===== config.mk =====
export PLATFORM = sky130hd
export DESIGN_NAME = adc_sar_control
export DESIGN_NICKNAME = d
export VERILOG_FILES = /design/src/rtl/adc_sar_pkg.sv /design/src/rtl/adc_sar_control.sv
export SDC_FILE = /design/constraint.sdc
export NUM_CORES = 1
export LEC_CHECK = 0
export BUFFER_PORTS_ARGS = -buffer_cell sky130_fd_sc_hd__buf_2
export CAP_MARGIN = 40
export CORE_MARGIN = 5
export CORE_UTILIZATION = 41
export CTS_CLUSTER_SIZE = 20
export DETAILED_ROUTE_END_ITERATION = 7
export GPL_ROUTABILITY_DRIVEN = 0
export HOLD_SLACK_MARGIN = 0.15
export PLACE_DENSITY_LB_ADDON = 0.12
export SETUP_SLACK_MARGIN = 0.02
export SLEW_MARGIN = 20
export SYNTH_ARGS = -nofsm -noshare
export SYNTH_HDL_FRONTEND = slang
export SYNTH_SLANG_ARGS = --single-unit

===== constraint.sdc =====
create_clock -name clk_dig_in -period 1.9 [get_ports clk_dig_in]
set_input_delay 0.38 -clock clk_dig_in [delete_from_list [all_inputs] [get_ports clk_dig_in]]
set_output_delay 0.38 -clock clk_dig_in [all_outputs]
set_load 0.05 [all_outputs]

===== src/rtl/adc_sar_pkg.sv =====
`default_nettype none
// ============================================================================
//  Module   : adc_sar_pkg
//  Brief    : Shared state encoding and sizing constants for the SAR control.
//  Revision : 1.0 - initial release
// ============================================================================
package adc_sar_pkg;

    typedef enum logic [1:0] {
        ST_IDLE    = 2'd0,
        ST_SAMPLE  = 2'd1,
        ST_CONVERT = 2'd2,
        ST_DONE    = 2'd3
    } sar_state_t;

    localparam int c_default_resolution = 12;
    localparam int c_bit_idx_w          = $clog2(c_default_resolution);

endpackage
`default_nettype wire


===== src/rtl/adc_sar_control.sv =====
`default_nettype none
// ============================================================================
//  Module   : adc_sar_control
//  Brief    : SAR ADC sequencer: sample phase, MSB-first bit trials, held code.
//  Revision : 1.0 - initial release
// ============================================================================
module adc_sar_control
    import adc_sar_pkg::*;
#(
    parameter int RESOLUTION   = c_default_resolution,
    parameter int SAMPLE_CNT_W = 4
) (
    input  logic                    clk_dig_in,
    input  logic                    rst_in,
    input  logic                    en_in,
    input  logic                    start_in,
    input  logic [SAMPLE_CNT_W-1:0] sample_cycles_in,
    input  logic                    comparator_in,
    output logic                    sample_p_out,
    output logic                    sample_n_out,
    output logic                    nsample_p_out,
    output logic                    nsample_n_out,
    output logic [RESOLUTION-1:0]   dac_p_out,
    output logic [RESOLUTION-1:0]   dac_n_out,
    output logic [RESOLUTION-1:0]   result_out,
    output logic                    conv_finish_out,
    output logic                    busy_out
);

    localparam int                    c_idx_w   = $clog2(RESOLUTION);
    localparam logic [RESOLUTION-1:0] c_msb     = {1'b1, {(RESOLUTION-1){1'b0}}};
    localparam logic [c_idx_w-1:0]    c_idx_top = c_idx_w'(RESOLUTION - 1);

    sar_state_t              r_state, w_state_nxt;
    logic [SAMPLE_CNT_W-1:0] r_cnt, w_cnt_nxt, w_cnt_load;
    logic [c_idx_w-1:0]      r_idx, w_idx_nxt;
    logic [RESOLUTION-1:0]   r_sar, w_sar_nxt;
    logic [RESOLUTION-1:0]   r_result, w_result_nxt;
    logic                    r_sample, r_finish, r_busy;

    // A zero-length request still samples for one edge.
    assign w_cnt_load = (sample_cycles_in == '0) ? '0 : sample_cycles_in - SAMPLE_CNT_W'(1);

    always_comb begin
        w_state_nxt  = r_state;
        w_cnt_nxt    = r_cnt;
        w_idx_nxt    = r_idx;
        w_sar_nxt    = r_sar;
        w_result_nxt = r_result;
        if (!en_in) begin
            w_state_nxt = ST_IDLE;
            w_sar_nxt   = '0;
        end else begin
            unique case (r_state)
                ST_IDLE: begin
                    w_sar_nxt = '0;
                    if (start_in) begin
                        w_state_nxt = ST_SAMPLE;
                        w_cnt_nxt   = w_cnt_load;
                    end
                end
                ST_SAMPLE: begin
                    if (r_cnt == '0) begin
                        w_state_nxt = ST_CONVERT;
                        w_sar_nxt   = c_msb;
                        w_idx_nxt   = c_idx_top;
                    end else begin
                        w_cnt_nxt = r_cnt - SAMPLE_CNT_W'(1);
                    end
                end
                ST_CONVERT: begin
                    // Comparator high means the trial is not above the input: keep the bit.
                    w_sar_nxt[r_idx] = comparator_in;
                    if (r_idx != '0) begin
                        w_sar_nxt[r_idx - c_idx_w'(1)] = 1'b1;
                        w_idx_nxt                      = r_idx - c_idx_w'(1);
                    end else begin
                        w_result_nxt = w_sar_nxt;
                        w_state_nxt  = ST_DONE;
                    end
                end
                ST_DONE: begin
                    if (start_in) begin
                        w_state_nxt = ST_SAMPLE;
                        w_cnt_nxt   = w_cnt_load;
                        w_sar_nxt   = '0;
                    end
                end
                default: begin
                    w_state_nxt = ST_IDLE;
                    w_sar_nxt   = '0;
                end
            endcase
        end
    end

    always_ff @(posedge clk_dig_in or posedge rst_in) begin
        if (rst_in) begin
            r_state  <= ST_IDLE;
            r_cnt    <= '0;
            r_idx    <= '0;
            r_sar    <= '0;
            r_result <= '0;
            r_sample <= 1'b0;
            r_finish <= 1'b0;
            r_busy   <= 1'b0;
        end else begin
            r_state  <= w_state_nxt;
            r_cnt    <= w_cnt_nxt;
            r_idx    <= w_idx_nxt;
            r_sar    <= w_sar_nxt;
            r_result <= w_result_nxt;
            r_sample <= (w_state_nxt == ST_SAMPLE);
            r_finish <= (w_state_nxt == ST_DONE);
            r_busy   <= (w_state_nxt == ST_SAMPLE) || (w_state_nxt == ST_CONVERT);
        end
    end

    assign sample_p_out    = r_sample;
    assign sample_n_out    = r_sample;
    assign nsample_p_out   = ~r_sample;
    assign nsample_n_out   = ~r_sample;
    assign dac_p_out       = r_sar;
    assign dac_n_out       = ~r_sar;
    assign result_out      = r_result;
    assign conv_finish_out = r_finish;
    assign busy_out        = r_busy;

endmodule
`default_nettype wire


==> impl_metrics.yaml <==
floorplanning:
  total_die_area_mm2: 0.00722
  chipHeight_um: 85.0
  io_pins: 51
  placement_rows: 27
  start_util_pct: 42.1
  core-area_mm2: 0.00547
  die_x_um: 85.0
clock_tree:
  cts.root.buffer_cell: "sky130_fd_sc_hd__clkbuf_8"
  cts.reportedPaths.clkPinSlew_ns: 0.08
  hold_buf_count_cts: 0
  h-tree-depth: 2
  clkLatencyLatePin_ns: 0.30
  clkSinkCount: 37
  cts-root-to-sink-buffers: 2
  cts-buffers-inserted: 5
  cts_tree: "built"
setup_path:
  criticalPathCategory: "reg2reg"
  timing.critical_path.to_type: "register"
  r2r_end: "dac_p_out[7]$_DFFE_PP0P_"
  critPathArrivalTime_ns: 2.14
  critical_path_required_ns: 2.12
  crit_path_start_kind: "register"
  reg2reg_from: "r_cnt[1]$_DFFE_PP0P_"
  largest_fanout_on_the_critical_path: 8
  worst_r2r_path_depth: 6
  timing.reg2reg.setup_slack_ns: -0.02
synthesis:
  synth_fp_nets: 280
  yosys_warnings: 0
  number_of_flops_mapped_to_enable_cells_by_yosys: 0
  synth_ff_type: "sky130_fd_sc_hd__dfrtp_1"
  synth.ff_latch_count: 37
  count_of_mapped_cells_out_of_synthesis: 259
  async_flop_share_pct: 100
  yosysSeqAreaShare_pct: 40.2
  netlist_area_mm2: 0.00231
  post_synth.cell_area_avg_um2: 8.90
  synth.distinct_cells: 46
global_routing:
  grt.met3_usage_pct: 3.40
  grt_use_met1_pct: 22.9
  grt_pass1_wl_mm: 9.98
  first_global_vias: 2001
  groute.layer.met2.usage_pct: 28.0
  grt_use_total_pct: 16.9
  antenna_found_initial: 0
  grt_max_degree: 38
  grt_most_used_layer: "met2"
  globalRoute.totalOverflow: 0
finish:
  final_layout_size_suffix_gt1_share_pct: 30.7
  fin_util_pct: 53.3
  finish.net_count: 349
  synthToLayoutAreaGrowth_pct: 26.5
  num_antenna_cells: 0
  finalNonFillerCells: 401
timing:
  fmax_ghz: 0.522
  max-slew-margin-rel_pct: 68.3
  final.setup_skew_ns: 0.00695
  maxSlewViolCount: 0
  grt_setup_unrepaired: "true"
  post-route-period-util_pct: 101
  max_slew.worst_pin.slew_ns: 0.476
  finalWorstSetupSlack_ns: -0.0167
  setup_viol: 4
  post-route-min-period_ns: 1.92
  finalHoldViolCount: 0
pwr:
  p_int_mw: 1.81
  switching_share_pct: 43.5
  fraction_of_power_consumed_by_combinational_cells_pct: 52.3
  clkPwrFrac_pct: 17.1
  share_seq_of_total_power_pct: 30.6
  total_switching_power_mw: 1.39
  static-leakage-power_nw: 1.37
  powerDensity_mw_per_mm2: 1100
  vdd_drop_max_mv: 0.619
status:
  violations: "negative setup slack"
  status: "finished with violations"
placement:
  detailed_place_hpwl_mm: 4.49
  place.detailed.instances: 391
  dp_worst_setup_slack_ns: -0.133
  numPortBuffers: 50
routing:
  wire_length_per_cell_um: 14.8
  initialDrtViolationCount: 106
  final_antenna_net_count: 0
  avgViaCountPerCell: 5.19
  wirelength_mm: 5.94
  remaining_drc_errors: 0
  via_count: 2083
  dr.pass1.iters: 4
job:
  drv_cap: 0
min_path:
  min_path_type: "in2async"
## critical path, stage by stage (launching register included)
cell and delay, ns:
sky130_fd_sc_hd__dfrtp_1 0.40, sky130_fd_sc_hd__inv_1 0.06, sky130_fd_sc_hd__ha_2 0.16, sky130_fd_sc_hd__or3b_4 0.42
sky130_fd_sc_hd__a2111o_1 0.53, sky130_fd_sc_hd__a21oi_1 0.16, sky130_fd_sc_hd__o21bai_1 0.12
## state kept, by name, summed over array words and instances (netlist names)
name             flops
sample_n_out         1
dac_p_out           12
busy_out             1
r_cnt                4
result_out          12
r_idx                4
conv_finish_out      1
r_state              2
## power groups by stage
stage / sequential [mW] / combinational [mW] / clock (mW)
2_1_floorplan: 1.07 / 1.02 / 0
3_3_place_gp: 0.987 / 1.60 / 0
3_5_place_dp: 0.990 / 1.60 / 0
4_1_cts: 0.976 / 1.65 / 0.558
5_1_grt: 0.997 / 1.83 / 0.592
6_report: 0.979 / 1.67 / 0.546
## layout by cell type (no fill, tap or decap), types with 3 or more instances in the layout
cell                        n
sky130_fd_sc_hd__a21boi_0   3
sky130_fd_sc_hd__nand3b_1   4
sky130_fd_sc_hd__nand3_1   13
sky130_fd_sc_hd__clkbuf_8   5
sky130_fd_sc_hd__mux2i_1    7
sky130_fd_sc_hd__o211ai_1   3
sky130_fd_sc_hd__nor3_1     3
sky130_fd_sc_hd__and2_1     3
sky130_fd_sc_hd__dfrtp_1   37
sky130_fd_sc_hd__a21oi_1    8
sky130_fd_sc_hd__o21ai_0   21
sky130_fd_sc_hd__buf_2     50
sky130_fd_sc_hd__nand2_1   27
sky130_fd_sc_hd__nor2_1    12
sky130_fd_sc_hd__ha_1      10
sky130_fd_sc_hd__buf_4     28
sky130_fd_sc_hd__nor2b_1    6
sky130_fd_sc_hd__o221ai_1   6
sky130_fd_sc_hd__a31oi_1    7
sky130_fd_sc_hd__nand2b_1   3
sky130_fd_sc_hd__inv_1     27
## routing by layer
metal | wire, um | up-vias | part of all wire (%)
li1 | - | 1057 | -
met1 | 2820 | 962 | 47
met2 | 2730 | 58 | 46
met3 | 337 | 6 | 5.7
met4 | 59 | 0 | 0.99
met5 | 0 | - | 0
## how the worst max path moves through the flow
stage	startpoint	endpoint	cells after the start
2_1_floorplan	r_cnt[0]$_DFFE_PP0P_	dac_p_out[2]$_DFFE_PP0P_	7
3_3_place_gp	r_cnt[0]$_DFFE_PP0P_	dac_p_out[7]$_DFFE_PP0P_	6
3_5_place_dp	r_cnt[0]$_DFFE_PP0P_	dac_p_out[4]$_DFFE_PP0P_	6
4_1_cts	r_cnt[1]$_DFFE_PP0P_	dac_p_out[7]$_DFFE_PP0P_	6
5_1_grt	r_cnt[1]$_DFFE_PP0P_	dac_p_out[4]$_DFFE_PP0P_	6
6_report	r_cnt[1]$_DFFE_PP0P_	dac_p_out[7]$_DFFE_PP0P_	6
## metrics by stage
step	total power, mW	cell area, um^2	setup TNS, ns	hold WS, ns
after detailed placement	2.59	2780	-1.09	0.466
after global placement	2.58	2780	-0.540	0.456
after CTS	3.19	2890	-0.0106	0.208
after floorplan	2.09	2320	-0.0133	0.495
final	3.20	2920	-0.0431	0.183
after global routing	3.42	2920	-0.726	0.257
## cells by family after synthesis
kind of cell	share of synthesized area [%]
AO/OA/AOI/OAI	23.7
XOR/XNOR	0.380
adder cells (fa/ha/maj)	6.51
buffers and inverters	7.98
flip-flops	40.2
multiplexers	4.02
AND/OR/NAND/NOR	17.3
## cell usage after synthesis (2+ instances only)
cell                        number  area (um^2)
sky130_fd_sc_hd__dfrtp_1        37          926
sky130_fd_sc_hd__inv_1          28          105
sky130_fd_sc_hd__nand2_1        27          101
sky130_fd_sc_hd__o21ai_0        23          115
sky130_fd_sc_hd__clkbuf_1       13         48.8
sky130_fd_sc_hd__nand3_1        13         65.1
sky130_fd_sc_hd__ha_1           12          150
sky130_fd_sc_hd__nor2_1         12         45.0
sky130_fd_sc_hd__a21oi_1         9         45.0
sky130_fd_sc_hd__a31oi_1         7         43.8
sky130_fd_sc_hd__mux2i_1         7         70.1
sky130_fd_sc_hd__nor2b_1         6         37.5
sky130_fd_sc_hd__o221ai_1        6         52.6
sky130_fd_sc_hd__nand3b_1        4         30.0
sky130_fd_sc_hd__nor3_1          4         20.0
sky130_fd_sc_hd__a21boi_0        3         22.5
sky130_fd_sc_hd__and2_1          3         18.8
sky130_fd_sc_hd__nand2b_1        3         18.8
sky130_fd_sc_hd__nor3b_1         3         22.5
sky130_fd_sc_hd__o211ai_1        3         22.5
sky130_fd_sc_hd__a2111oi_4       2         55.1
sky130_fd_sc_hd__a21o_1          2         15.0
sky130_fd_sc_hd__a221oi_1        2         17.5
sky130_fd_sc_hd__a22o_1          2         17.5
sky130_fd_sc_hd__a22oi_1         2         15.0
sky130_fd_sc_hd__a32o_1          2         20.0
sky130_fd_sc_hd__buf_4           2         15.0
sky130_fd_sc_hd__mux2_2          2         22.5
sky130_fd_sc_hd__o2bb2ai_1       2         17.5
sky130_fd_sc_hd__o311a_1         2         20.0
## final cells by class
class,count,area [um^2]
Multi-Input combinational cell,177,1240
Sequential cell,37,926
Fill cell,536,2550
Clock buffer,6,72.6
Tap cell,72,90.1
Inverter,28,105
Clock inverter,2,10.0
Timing Repair Buffer,79,472
## repair_timing
item,in CTS,in global routing
setup buffers,2,0
endpoints found under the setup margin,15,19
pin swaps,3,3
resized for setup,5,6
No activity file was read; power rests on OpenSTA's default activity.
